<file path="src/rtl/fetch_pkg.sv">
// Shared types for the instruction fetch slice.
//   imem_status_t : response status codes from the instruction memory
//   fetch_entry_t : one buffered {pc, inst} pair handed to decode
//   fetch_state_t : fetch control states
//   INST_BYTES    : PC increment per fetched instruction
package fetch_pkg;

  typedef enum logic [1:0] {
    IMEM_IDLE  = 2'b00,
    IMEM_BUSY  = 2'b01,
    IMEM_VALID = 2'b10
  } imem_status_t;

  typedef struct packed {
    logic [31:0] pc;
    logic [31:0] inst;
  } fetch_entry_t;

  typedef enum logic [1:0] {
    S_IDLE,
    S_FETCH,
    S_FULL
  } fetch_state_t;

  localparam int unsigned INST_BYTES = 4;

endpackage

</file>
<file path="src/rtl/inst_fetch_unit_if.sv">
// Instruction-memory request/response bus.
//   imem_addr          : request address (initiator -> memory)
//   imem_stall         : abort / hold memory idle (initiator -> memory)
//   imem_r_data        : read data, meaningful when status is VALID
//   imem_r_data_status : 00 IDLE, 01 BUSY, 10 VALID, 11 reserved
// master = fetch unit, slave = memory.
interface inst_fetch_unit_if;
  logic [31:0] imem_addr;
  logic        imem_stall;
  logic [31:0] imem_r_data;
  logic [1:0]  imem_r_data_status;

  modport master (
    output imem_addr,
    output imem_stall,
    input  imem_r_data,
    input  imem_r_data_status
  );

  modport slave (
    input  imem_addr,
    input  imem_stall,
    output imem_r_data,
    output imem_r_data_status
  );
endinterface

</file>
<file path="src/rtl/fetch_queue.sv">
// Power-of-two depth FIFO of fetch_entry_t.
//   push/push_data : enqueue (ignored when full)
//   pop            : dequeue head (ignored when empty)
//   flush          : empty the queue; overrides push and pop
//   head           : registered head entry
//   count/full/empty : occupancy
module fetch_queue
  import fetch_pkg::*;
#(
  parameter int unsigned DEPTH = 2
) (
  input  logic                     clk,
  input  logic                     rst,
  input  logic                     push,
  input  fetch_entry_t             push_data,
  input  logic                     pop,
  input  logic                     flush,
  output fetch_entry_t             head,
  output logic [$clog2(DEPTH):0]   count,
  output logic                     full,
  output logic                     empty
);

  localparam int unsigned AW = $clog2(DEPTH);
  localparam int unsigned CW = AW + 1;

  fetch_entry_t   mem [DEPTH];
  logic [AW-1:0]  rd_ptr;
  logic [AW-1:0]  wr_ptr;
  logic           push_fire;
  logic           pop_fire;

  assign full      = (count == CW'(DEPTH));
  assign empty     = (count == '0);
  assign push_fire = push && !full;
  assign pop_fire  = pop && !empty;
  assign head      = mem[rd_ptr];

  always_ff @(posedge clk) begin
    if (!rst) begin
      rd_ptr <= '0;
      wr_ptr <= '0;
      count  <= '0;
      for (int unsigned i = 0; i < DEPTH; i++) mem[i] <= '0;
    end else if (flush) begin
      rd_ptr <= '0;
      wr_ptr <= '0;
      count  <= '0;
    end else begin
      if (push_fire) begin
        mem[wr_ptr] <= push_data;
        wr_ptr      <= wr_ptr + AW'(1);
      end
      if (pop_fire) rd_ptr <= rd_ptr + AW'(1);
      if (push_fire && !pop_fire)      count <= count + CW'(1);
      else if (pop_fire && !push_fire) count <= count - CW'(1);
    end
  end

endmodule

</file>
<file path="src/rtl/inst_fetch_unit.sv">
// Instruction fetch unit: initiator of instruction-memory requests.
//   clk, rst        : clock, synchronous active-low reset
//   fetch_en        : fetching permitted
//   redirect_valid  : restart fetch at redirect_pc (word aligned), flush queue
//   imem            : memory bus (master side)
//   inst_valid/inst/inst_pc/inst_ready : queue head handshake to decode
module inst_fetch_unit
  import fetch_pkg::*;
#(
  parameter logic [31:0] RESET_PC    = 32'hBFC0_0000,
  parameter int unsigned QUEUE_DEPTH = 2
) (
  input  logic                      clk,
  input  logic                      rst,
  input  logic                      fetch_en,
  input  logic                      redirect_valid,
  input  logic [31:0]               redirect_pc,
  inst_fetch_unit_if.master         imem,
  output logic                      inst_valid,
  output logic [31:0]               inst,
  output logic [31:0]               inst_pc,
  input  logic                      inst_ready
);

  localparam int unsigned CW = $clog2(QUEUE_DEPTH) + 1;

  fetch_state_t   state, state_n;
  logic [31:0]    pc, pc_n;
  logic           push;
  logic           pop;
  logic           q_full;
  logic           q_empty;
  logic [CW-1:0]  q_count;
  fetch_entry_t   q_head;
  fetch_entry_t   push_entry;

  assign push_entry = '{pc: pc, inst: imem.imem_r_data};
  assign pop        = inst_valid && inst_ready;

  fetch_queue #(.DEPTH(QUEUE_DEPTH)) u_queue (
    .clk       (clk),
    .rst       (rst),
    .push      (push),
    .push_data (push_entry),
    .pop       (pop),
    .flush     (redirect_valid),
    .head      (q_head),
    .count     (q_count),
    .full      (q_full),
    .empty     (q_empty)
  );

  assign inst_valid      = !q_empty;
  assign inst            = q_head.inst;
  assign inst_pc         = q_head.pc;
  assign imem.imem_addr  = pc;
  assign imem.imem_stall = !rst || redirect_valid || (state != S_FETCH);

  always_ff @(posedge clk) begin
    if (!rst) begin
      state <= S_IDLE;
      pc    <= RESET_PC;
    end else begin
      state <= state_n;
      pc    <= pc_n;
    end
  end

  always_comb begin
    state_n = state;
    pc_n    = pc;
    push    = 1'b0;
    if (redirect_valid) begin
      pc_n    = redirect_pc & ~32'h3;
      state_n = fetch_en ? S_FETCH : S_IDLE;
    end else begin
      unique case (state)
        S_IDLE: begin
          if (fetch_en && !q_full) state_n = S_FETCH;
        end
        S_FETCH: begin
          // Once a request is outstanding it runs to completion; fetch_en
          // only matters after the response has been pushed.
          if (imem.imem_r_data_status == IMEM_VALID) begin
            push = 1'b1;
            pc_n = pc + 32'(INST_BYTES);
            if (!pop && q_count == CW'(QUEUE_DEPTH - 1)) state_n = S_FULL;
            else if (!fetch_en)                          state_n = S_IDLE;
          end
        end
        S_FULL: begin
          if (!q_full) state_n = fetch_en ? S_FETCH : S_IDLE;
        end
        default: state_n = S_IDLE;
      endcase
    end
  end

endmodule

</file>
<file path="src/flat_wrapper.sv">
// flat-port wrapper written by rule: the top's interface ports become plain ports
module inst_fetch_unit_flat import fetch_pkg::*;
#(
  parameter logic [31:0] RESET_PC    = 32'hBFC0_0000,
  parameter int unsigned QUEUE_DEPTH = 2
)
  (clk, rst, fetch_en, redirect_valid, redirect_pc, inst_valid, inst, inst_pc, inst_ready, imem_imem_addr, imem_imem_stall, imem_imem_r_data, imem_imem_r_data_status);
  inst_fetch_unit_if imem_i ();
  input  logic clk;
  input  logic rst;
  input  logic fetch_en;
  input  logic redirect_valid;
  input  logic [31:0] redirect_pc;
  output logic inst_valid;
  output logic [31:0] inst;
  output logic [31:0] inst_pc;
  input  logic inst_ready;
  output wire logic [$bits(imem_i.imem_addr)-1:0] imem_imem_addr;
  output wire logic [$bits(imem_i.imem_stall)-1:0] imem_imem_stall;
  input wire logic [$bits(imem_i.imem_r_data)-1:0] imem_imem_r_data;
  input wire logic [$bits(imem_i.imem_r_data_status)-1:0] imem_imem_r_data_status;
  assign imem_imem_addr = imem_i.imem_addr;
  assign imem_imem_stall = imem_i.imem_stall;
  assign imem_i.imem_r_data = imem_imem_r_data;
  assign imem_i.imem_r_data_status = imem_imem_r_data_status;
  inst_fetch_unit #(.RESET_PC(RESET_PC), .QUEUE_DEPTH(QUEUE_DEPTH)) u_core (.clk(clk), .rst(rst), .fetch_en(fetch_en), .redirect_valid(redirect_valid), .redirect_pc(redirect_pc), .imem(imem_i), .inst_valid(inst_valid), .inst(inst), .inst_pc(inst_pc), .inst_ready(inst_ready));
endmodule
</file>
<file path="config.mk">
export PLATFORM = sky130hd
export DESIGN_NAME = inst_fetch_unit_flat
export DESIGN_NICKNAME = d
export VERILOG_FILES = /design/src/rtl/fetch_pkg.sv /design/src/rtl/inst_fetch_unit_if.sv /design/src/rtl/fetch_queue.sv /design/src/rtl/inst_fetch_unit.sv /design/src/flat_wrapper.sv
export SDC_FILE = /design/constraint.sdc
export NUM_CORES = 1
export LEC_CHECK = 0
export CAP_MARGIN = 20
export CELL_PAD_IN_SITES_DETAIL_PLACEMENT = 0
export CELL_PAD_IN_SITES_GLOBAL_PLACEMENT = 1
export CORE_ASPECT_RATIO = 1.25
export CORE_UTILIZATION = 45
export CTS_BUF_LIST = sky130_fd_sc_hd__clkbuf_2 sky130_fd_sc_hd__clkbuf_4 sky130_fd_sc_hd__clkbuf_8
export DETAILED_ROUTE_END_ITERATION = 7
export PLACE_DENSITY = 0.86
export SYNTH_ARGS = -nofsm -noshare
export SYNTH_HDL_FRONTEND = slang
export SYNTH_SLANG_ARGS = --single-unit
</file>
<file path="constraint.sdc">
create_clock -name clk -period 18.3 [get_ports clk]
set_clock_uncertainty 0.05 [all_clocks]
set_input_delay 4.575 -clock clk [delete_from_list [all_inputs] [get_ports clk]]
set_output_delay 4.575 -clock clk [all_outputs]
set_load 0.02 [all_outputs]
</file>
==> out/results.ini <==
[synthesis]
syn_area_per_cell_sq_um=12.7
synth_edf_count=124
ys_warn_count=0
synth_cells=596
synthFlopType=edfxtp_1
netlist_area_sq_um=7550
seq_area_frac_synth_pct=59.2
async_reset_ff_share_pct=0
ys_seq_elements=161
yosysUniqueCellTypes=49

[cells_and_area]
layout_commonest_cell=clkdlybuf4s50_1
multi_input_area_sq_um=2810
fill_cells=1361
fin_nets=825
layout_common_cells=162 x clkdlybuf4s50_1, 124 x edfxtp_1, 121 x and2_1
areaGrowthSynthToFinish_pct=28.4
final_layout_size_suffix_gt1_share_pct=15.0
num_antenna_cells=0
ff_latch_area_sq_um=4470

[route]
dr.first_iter.drc_count=412
wire_per_inst_microns=16.8
drc=0
dr.pass1.iters=5
via_per_inst=5.13
postRouteAntennaNets=0
vias=5019
routed_wl_mm=16.5

[pwr]
power_density_nw_per_um2=79.9
ir_worst_vdd_v=0.0000355
leakagePower_nw=3.58

[clock_tree]
h-tree-depth=4
ctsResizeCount=0
root_buffer=clkbuf_8
clockBufferDepth=2
numCtsBuffers=17
ctsHoldBuffers=0
clk_pin_slew_ns=0.08
worstSkewPairLatency_ns=0.46
postCtsSetupRepairBufs=0
cts_sinks=161
cts_tree=done

[setup_path]
end_kind=primary output
worst-path-max-fanout=42
crit_type=in2out
cp.arrival_ns=6.33
crit_required_ns=13.68
start_kind=input pin
reg2reg_slack_ns=15.45

[placement]
pre_cts_slack_ns=7.37
dp_hpwl_mm=10.6
io_buffers=162
globalplace.congestion=0.823

[timing]
setup_ws_ns=7.35
max_freq_mhz=91.3
finalHoldViolCount=0
fin_hold_ws_ns=0.463
finalCriticalPeriod_ns=10.95
tns_ns=0
drv_slew=0
grt_setup_unrepaired=false
maxSlewHeadroom_pct=31.1
setup_violations=0
tightestPinTransition_ns=1.03
finalCritPeriodShare_pct=59.8

[global_routing]
grt_max_degree=63
grt_use_total_pct=19.6
grt_pass1_wl_mm=26.1
antenna_found_initial=0
grt_overflow_total=0
grt_pass1_vias=5226

[min_path]
hp-class=reg2reg

[status]
status=finished clean

[floorplanning]
dieHeight_microns=147
fp.coreArea_sq_um=16300
rows=52
die_area_sq_um=17300
die_width_microns=118
io_pins=169
start_util_pct=46.4

[flow_run]
drv_cap=0

state kept, by name (all words and copies together) (netlist names), named ones only:
| register | cells |
|---|---|
| u_core.u_queue.rd_ptr | 1 |
| u_core.state | 2 |
| u_core.u_queue.wr_ptr | 1 |
| u_core.u_queue.mem | 124 |
| u_core.u_queue.count | 2 |
| u_core.imem.imem_addr | 30 |
final cells by class:
| type | count | share of cell area [%] |
|---|---|---|
| clock buffers | 18 | 2.49 |
| well taps | 216 | 2.79 |
| multi-input cells | 387 | 29.0 |
| repair buffers | 169 | 17.4 |
| flip-flops and latches | 161 | 46.1 |
| clock inverters | 14 | 1.69 |
| inverters | 13 | 0.504 |
Yosys cell counts (all sizes together) (6+ instances only):
master | number | area (sq um)
nand3 | 6 | 30.0
nand2 | 24 | 97.6
inv | 13 | 48.8
edfxtp | 124 | 3720
buf | 19 | 184
nor2 | 23 | 88.8
xnor2 | 17 | 149
dfxtp | 37 | 741
nand4 | 12 | 105
mux2 | 62 | 698
nor3 | 18 | 106
and2 | 121 | 757
clkbuf | 19 | 71.3
o21ai | 23 | 115
xor2 | 9 | 78.8
a21oi | 21 | 105
stage by stage:
stage	total power, mW	util [%]	instances	area [sq um]
floorplan	0.469	-	599	7560
global placement	0.514	56.9	945	9260
detailed placement	0.516	56.9	945	9260
CTS	0.781	59.4	977	9670
global route	0.801	59.5	978	9690
finish	0.773	59.5	978	9690
path summary, 6_finish.rpt:
| path | cells past startpoint | startpoint | endpoint |
|---|---|---|---|
| hold reg to reg | 2 | u_core.u_queue.rd_ptr | register |
| setup / recovery | 5 | rst | imem_imem_stall |
| hold / removal | 2 | u_core.u_queue.rd_ptr | register |
| setup reg to reg | 4 | u_core.state[1] | u_core.u_queue.mem[1][13] |
cell families (layout without fill, tap and decap cells):
group                    Yosys count  in the layout  synth area share (%)
other                              1              4                0.0497
XOR/XNOR                          26             26                  3.02
buffers and inverters             51            214                  4.03
multiplexers                      66             66                  9.78
flip-flops                       161            161                  59.2
adder cells (fa/ha/maj)            5              5                 0.829
AO/OA/AOI/OAI                     58             58                  4.58
AND/OR/NAND/NOR                  228            228                  18.6
routing by layer:
metal / up-vias / wire (microns) / track usage (%)
li1: 2418 / - / -
met3: 19 / 718 / 4.04
met2: 155 / 8710 / 35.0
met4: 0 / 244 / 8.33
met1: 2427 / 6800 / 22.6
met5: - / 0 / 0
worst max-delay path, stage by stage:
cell and delay, ns:
clkdlybuf4s50_1 0.45, buf_4 0.37, nor2b_1 0.29, nand2_1 0.09
clkdlybuf4s50_1 0.54
report_power, final:
group / switching, mW / internal (mW)
Combinational: 0.0432 / 0.0446
Clock: 0.130 / 0.136
Sequential: 0.0114 / 0.408
Total: 0.185 / 0.589
No activity file was read; power rests on OpenSTA's default activity.
